--- config.mk ---
export PLATFORM = sky130hd
export DESIGN_NAME = we_reader
export DESIGN_NICKNAME = d
export VERILOG_FILES = /design/src/rtl/we_pkg.sv /design/src/rtl/we_fifo_mem.sv /design/src/rtl/we_reader.sv
export SDC_FILE = /design/constraint.sdc
export NUM_CORES = 1
export LEC_CHECK = 0
export BUFFER_PORTS_ARGS = -buffer_cell sky130_fd_sc_hd__buf_2
export CAP_MARGIN = 30
export CORE_UTILIZATION = 40
export CTS_BUF_LIST = sky130_fd_sc_hd__clkbuf_4
export DETAILED_ROUTE_END_ITERATION = 8
export SYNTH_ARGS = -nofsm -noshare
export SYNTH_HDL_FRONTEND = slang
export SYNTH_SLANG_ARGS = --single-unit
--- constraint.sdc ---
create_clock -name clk -period 4.33 [get_ports clk]
set_clock_uncertainty 0.05 [all_clocks]
set_input_delay 0.866 -clock clk [delete_from_list [all_inputs] [get_ports clk]]
set_output_delay 0.866 -clock clk [all_outputs]
set_load 0.005 [all_outputs]
--- src/rtl/we_pkg.sv ---
// Shared definitions for the write-enabled 64-bit register and its readers.
package we_pkg;

  localparam int WORD_W        = 64;
  localparam int DEFAULT_DEPTH = 4;

  typedef logic [WORD_W-1:0] word_t;

endpackage

--- src/rtl/we_fifo_mem.sv ---
// FWFT storage for we_reader: DEPTH x WIDTH array, wrapping pointers and a level counter.
module we_fifo_mem
  import we_pkg::*;
#(
  parameter int WIDTH = WORD_W,
  parameter int DEPTH = DEFAULT_DEPTH
) (
  input  logic                       clk,
  input  logic                       reset,
  input  logic                       push,
  input  logic                       pop,
  input  logic [WIDTH-1:0]           wdata,
  output logic [WIDTH-1:0]           head,
  output logic [$clog2(DEPTH):0]     level,
  output logic                       full,
  output logic                       empty
);

  localparam int PW = $clog2(DEPTH);

  logic [WIDTH-1:0] mem [DEPTH];
  logic [PW-1:0]    wr_ptr;
  logic [PW-1:0]    rd_ptr;

  // Storage carries no reset; the top masks head while empty.
  always_ff @(posedge clk) begin
    if (push) mem[wr_ptr] <= wdata;
  end

  always_ff @(posedge clk) begin
    if (reset) begin
      wr_ptr <= '0;
      rd_ptr <= '0;
      level  <= '0;
    end else begin
      if (push) wr_ptr <= wr_ptr + 1'b1;
      if (pop)  rd_ptr <= rd_ptr + 1'b1;
      case ({push, pop})
        2'b10:   level <= level + 1'b1;
        2'b01:   level <= level - 1'b1;
        default: level <= level;
      endcase
    end
  end

  // Status comes from the level counter, so equal pointers are never ambiguous.
  always_comb begin
    head  = mem[rd_ptr];
    full  = (level == ($clog2(DEPTH)+1)'(DEPTH));
    empty = (level == '0);
  end

endmodule

--- src/rtl/we_reader.sv ---
// Snoops register writes into an FWFT FIFO and delivers them over valid/ready;
// writes that find the FIFO full are dropped, flagged and counted.
module we_reader
  import we_pkg::*;
#(
  parameter int WIDTH = WORD_W,
  parameter int DEPTH = DEFAULT_DEPTH,
  parameter int CNT_W = 8
) (
  input  logic                   clk,
  input  logic                   reset,
  input  logic                   wn,
  input  logic [WIDTH-1:0]       in,
  output logic [WIDTH-1:0]       out_data,
  output logic                   out_valid,
  input  logic                   out_ready,
  output logic [$clog2(DEPTH):0] level,
  output logic                   overflow,
  input  logic                   ovf_clr,
  output logic [CNT_W-1:0]       drop_cnt
);

  logic             push;
  logic             pop;
  logic             drop;
  logic             full;
  logic             empty;
  logic [WIDTH-1:0] head;

  we_fifo_mem #(
    .WIDTH (WIDTH),
    .DEPTH (DEPTH)
  ) u_mem (
    .clk   (clk),
    .reset (reset),
    .push  (push),
    .pop   (pop),
    .wdata (in),
    .head  (head),
    .level (level),
    .full  (full),
    .empty (empty)
  );

  // A pop in the same cycle frees the slot, so a full FIFO still accepts the write.
  always_comb begin
    pop       = !empty && out_ready;
    push      = wn && (!full || pop);
    drop      = wn && full && !pop;
    out_valid = !empty;
    out_data  = empty ? '0 : head;
  end

  // A drop coinciding with ovf_clr wins: the flag stays set and counting restarts at 1.
  always_ff @(posedge clk) begin
    if (reset) begin
      overflow <= 1'b0;
      drop_cnt <= '0;
    end else if (drop) begin
      overflow <= 1'b1;
      if (ovf_clr)
        drop_cnt <= CNT_W'(1);
      else if (drop_cnt != '1)
        drop_cnt <= drop_cnt + 1'b1;
    end else if (ovf_clr) begin
      overflow <= 1'b0;
      drop_cnt <= '0;
    end
  end

endmodule

== After elaboration in Yosys (flattened, before gate mapping) ==
Memory sizes are Yosys's and may differ from the RTL's. A register that Yosys moved wholly into a read port is not among the register bits.
Index checks and enable logic that the tools add are counted.

* Register bits: 16
* Bits in latches: 0
* Bits in writable memories: 256
* Bits in read-only memories: 0
* Bits of input ports: 69
* Output and inout bits: 77
* Word-level logic and storage cells: 40
* Memories kept: 1

* Add/sub/neg operators: 5
* Multipliers: 0
* Divide/modulo/power cells: 0
* Magnitude comparators: 0
* Equality and inequality tests: 4
* Shift operators: 0
* Mux-type cells: 12
* Bitwise logic cells: 0
* Reductions and logical operators: 13

{| class="wikitable"
|+ Memories
! memory !! depth !! bits a word !! read ports !! clocked after Yosys merged registers in !! wr ports !! line !! text
|-
| u_mem.mem || 4 || 64 || 1 || 1 || 1 || we_fifo_mem.sv:21 || <nowiki>logic [WIDTH-1:0] mem [DEPTH];</nowiki>
|}

{| class="wikitable"
|+ Operators with widths
! cell !! count
|-
| 64-bit two-way mux || 1
|-
| 8-bit two-way mux || 4
|-
| 8-bit by 1-bit adder with 8-bit output, second input constant || 1
|-
| 8-bit != test, second input constant || 1
|-
| 3-bit one-hot mux with 2 select lines || 1
|-
| 2-bit nonzero test || 3
|-
| 2-bit by 1-bit adder with 2-bit output, second input constant || 2
|-
| 1-bit logical AND || 4
|-
| 1-bit two-way mux || 4
|-
| 2-bit two-way mux || 2
|-
| 3-bit by 1-bit adder with 3-bit output, second input constant || 1
|-
| 3-bit == test, second input constant || 1
|-
| 1-bit zero test || 3
|-
| 3-bit zero test || 1
|-
| 3-bit by 1-bit subtractor with 3-bit output, second input constant || 1
|-
| 2-bit by 1-bit == test with 1-bit output, second input constant || 1
|-
| 2-bit == test, second input constant || 1
|-
| 2-bit AND reduction || 1
|-
| 1-bit logical OR || 1
|}

== Logic depth before layout (Yosys ltp) ==
* Depth after elaboration: 7
* Depth in mapped cells: 10
* Depth with buffers taken out: 9

== Cells and area by module ==
From an unflattened synthesis, not the netlist that was laid out.

* Cell total of the unflattened synthesis: 514
* Area, all modules: 10670.2 sq um

{| class="wikitable"
|+ Modules (own cells, without submodules)
! module !! times used !! cells each !! area an instance (sq um) !! sequential area each (sq um)
|-
| we_fifo_mem || 1 || 381 || 9744.3 || 7867.5
|-
| we_reader || 1 || 133 || 925.9 || 180.2
|}

== Least setup slack after synthesis ==
No wires, ideal clock.

* Path type: input -> register
* From: input port out_ready
* To: memory u_mem.mem[0][0] (netlist name), enable pin
* Setup time: 0.429 ns
* Arrival time: 2.892 ns
* Data required time: 3.851 ns
* Slack: 0.959 ns
* Stages: 4
* Path buffers: 1
* Path through: nor4b_4 and2b_2 clkbuf_1 and2_1

* Cells in the longest elaborated chain, start to end: 5

{| class="wikitable"
|+ RTL lines
! item !! line !! text
|-
| start: declaration || we_reader.sv:16 || <nowiki>input logic out_ready,</nowiki>
|-
| 1-bit logical AND || we_reader.sv:47 || <nowiki>pop = !empty && out_ready;</nowiki>
|-
| 1-bit logical OR || we_reader.sv:48 || <nowiki>push = wn && (!full || pop);</nowiki>
|-
| 1-bit logical AND || we_reader.sv:48 ||
|-
| 1-bit two-way mux || we_fifo_mem.sv:27 || <nowiki>if (push) mem[wr_ptr] <= wdata;</nowiki>
|-
| 1-bit two-way mux (not written as such) || we_fifo_mem.sv:27 ||
|-
| end: declaration || we_fifo_mem.sv:21 ||
|}

Every way passes these cells.

==> metrics.md <==
| Metric | Value |
|---|---|
| Outcome | `finished, final reports clean` |
| DR pass1 iterations | `4` |
| Cell area after synthesis | `10600 sq um` |
| Least-Margin Pin Slew | `661 ps` |
| Die Y-Extent | `164 um` |
| Leak | `0.00448 uW` |
| Yosys top cell area share | `72.8%` |
| Fin crit period | `3400 ps` |
| Sink Count | `274` |
| Final Routed Wirelength | `20.0 mm` |
| Initial DRC Count | `353` |
| Routed vias/inst | `4.98` |
| Worst-path clk slew | `70 ps` |
| CTS Root Cell | `clkbuf_4` |
| Yosys cell types | `36` |
| Critical Path, Cell by Cell | `buf_4, mux4_2, and2_1, buf_2` |
| Primary FF master, synth | `edfxtp_1` |
| Clk_lat worst skew | `600 ps` |
| Fmax | `294 MHz` |
| DRC | `0` |
| Cell count after synthesis | `508` |
| GR Util All Layers | `15.1%` |
| Initial core utilization | `40.6%` |
| Final WS setup | `927 ps` |
| Pins Over Slew Limit | `0` |
| Total Nets Final | `786` |
| Worst stage delay on the critical path | `610 ps` |
| I/O pins | `146` |
| CTS Buf Count | `71` |
| VDD IR-drop max | `0.000435 V` |
| Mean area per synthesized cell | `20.8 sq um` |
| Port Buffers | `145` |
| Post-CTS resize count | `0` |
| Routed len/inst | `18.2 um` |
| Share of cells above drive strength 1 | `44.5%` |
| Worst path required time | `3410 ps` |
| Area delta synth->final | `19.7%` |
| Die area | `27000 sq um` |
| Crit path max-delay cell type | `dfxtp_4` |
| Startpoint Class | `flip-flop` |
| Largest area contributor in the netlist | `edfxtp_1` |
| Congestion Overflow GR | `0` |
| Setup tns final | `0 ps` |
| Die W | `164 um` |
| Pwr Density | `551 nW/um^2` |
| Setup CP Type | `flip-flop to primary output` |
| Post-CTS Setup Bufs | `0` |
| WP data arrival | `2490 ps` |
| Sum of buffers and inverters on the critical path | `2` |
| DP HPWL | `11.4 mm` |
| Max Cap Viol | `0` |
| Dpl ws | `1110 ps` |
| Worst min path class | `primary input to flip-flop` |
| Synth top area cells | `edfxtp_1 73%, mux4_2 14%, and2_1 4.1%` |
| Seq cells post-synth | `274` |
| Antenna Nets Post-Route | `0` |
| Hold-fix buffers, CTS | `0` |
| Fin crit share | `78.6%` |
| Vias in the first global route | `5936` |
| Multi-input gate area | `2400 sq um` |
| H-tree levels | `3` |
| Unrepaired setup endpoints after global routing | `false` |
| Via count | `5455` |
| Fin util | `48.6%` |
| Synthesized Nets | `584` |
| First-pass GRT wire length | `30.4 mm` |
| Core Area | `26000 sq um` |
| Most frequent cells in the layout | `256 x edfxtp_1, 145 x buf_2, 103 x clkbuf_4` |
| GP Congestion | `0.834` |
| Crit end category | `primary output` |
| CTS max path bufs | `3` |
| Post-synth EDFFs | `256` |
| YS warnings | `0` |
| Filler cells | `2199` |
| Register Area | `8060 sq um` |
| CTS tree | `done` |
| Post-synthesis sequential area ratio | `76.2%` |
| Family with the most delay on the worst path | `flip-flops` |
| Critical path peak fanout | `19` |
| Ys async rst share | `0%` |
| Setup violators final | `0` |
| Rows | `59` |
| Largest net degree at the start of global routing | `66` |
| Initial antenna violation count | `3` |
| Slew margin rel. | `56.0%` |
| Most common cell after layout, fill and taps aside | `edfxtp_1` |
| Final Hold Fails | `0` |
==> kinds of logic (layout without fill, tap and decap cells) <==
| kind of cell | after synthesis | count (layout) | synth area share, % |
|---|---|---|---|
| AOI/OAI and AO/OA | 14 | 14 | 0.948 |
| xor gates and xnor gates | 6 | 6 | 0.498 |
| adders and majority gates | 7 | 7 | 0.901 |
| buffers and inverters | 30 | 281 | 1.15 |
| DFF | 274 | 274 | 76.2 |
| muxes | 68 | 68 | 14.0 |
| other | 0 | 2 | 0 |
| and+or+nand+nor | 109 | 109 | 6.25 |
==> cell usage after synthesis, drive strengths merged, types with 2 or more instances <==
library cell and count:
a21oi 5, inv 6, mux4 64, and3 2, xor2 4, or3 3
and2 69, xnor2 2, mux2i 4, clkbuf 17, dfxtp 18, edfxtp 256
buf 7, nor4 2, nand4 2, and2b 2, nand2 4, nor2 14
nand3 5, o21ai 3, ha 6
==> registers in the layout, indices dropped and copies added (netlist names), named ones only <==
name,cells
drop_cnt,8
u_mem.level,3
u_mem.mem,256
overflow,1
u_mem.wr_ptr,2
u_mem.rd_ptr,2
==> power breakdown <==
| group | internal, uW | switching, uW |
|---|---|---|
| logic | 848 | 788 |
| registers | 3120 | 112 |
| clock network | 1150 | 949 |
| total | 5110 | 1850 |
==> final cells by class <==
class / instances / share of cell area [%]
Tap cell: 335 / 3.32
Timing Repair Buffer: 153 / 6.87
Sequential cell: 274 / 63.7
Antenna cell: 2 / 0.0396
Clock inverter: 19 / 0.782
Multi-Input combinational cell: 204 / 19.0
Inverter: 6 / 0.178
Clock buffer: 103 / 6.12
==> final timing paths <==
| check | cells past startpoint | to | from | slack [ps] |
|---|---|---|---|---|
| max | 4 | out_data[62] | flip-flop | 930 |
| min | 1 | u_mem.mem[3][53] | in[53] | 410 |
| max reg2reg | 9 | u_mem.level[2] | u_mem.level[0] | 1650 |
| min reg2reg | 2 | overflow | overflow | 430 |
==> stage by stage <==
step	instances	hold slack, ps	total power, uW	cell area [sq um]
6_report	1096	410	6960	12600
3_3_place_gp	967	410	4930	11700
2_1_floorplan	508	416	4270	10600
5_1_grt	1094	331	7390	12600
4_1_cts	1094	320	7120	12600
3_5_place_dp	972	412	4980	11800
==> per-layer routing <==
metal	routed length, um	part of all wire [%]	GRT usage [%]	vias to the layer above
li1	-	-	-	2476
met3	1450	7.2	5.22	34
met5	8	0.040	0	-
met4	325	1.6	5.34	2
met1	8350	42	18.6	2760
met2	9850	49	24.8	183
Power figures use the tool's default switching activity.
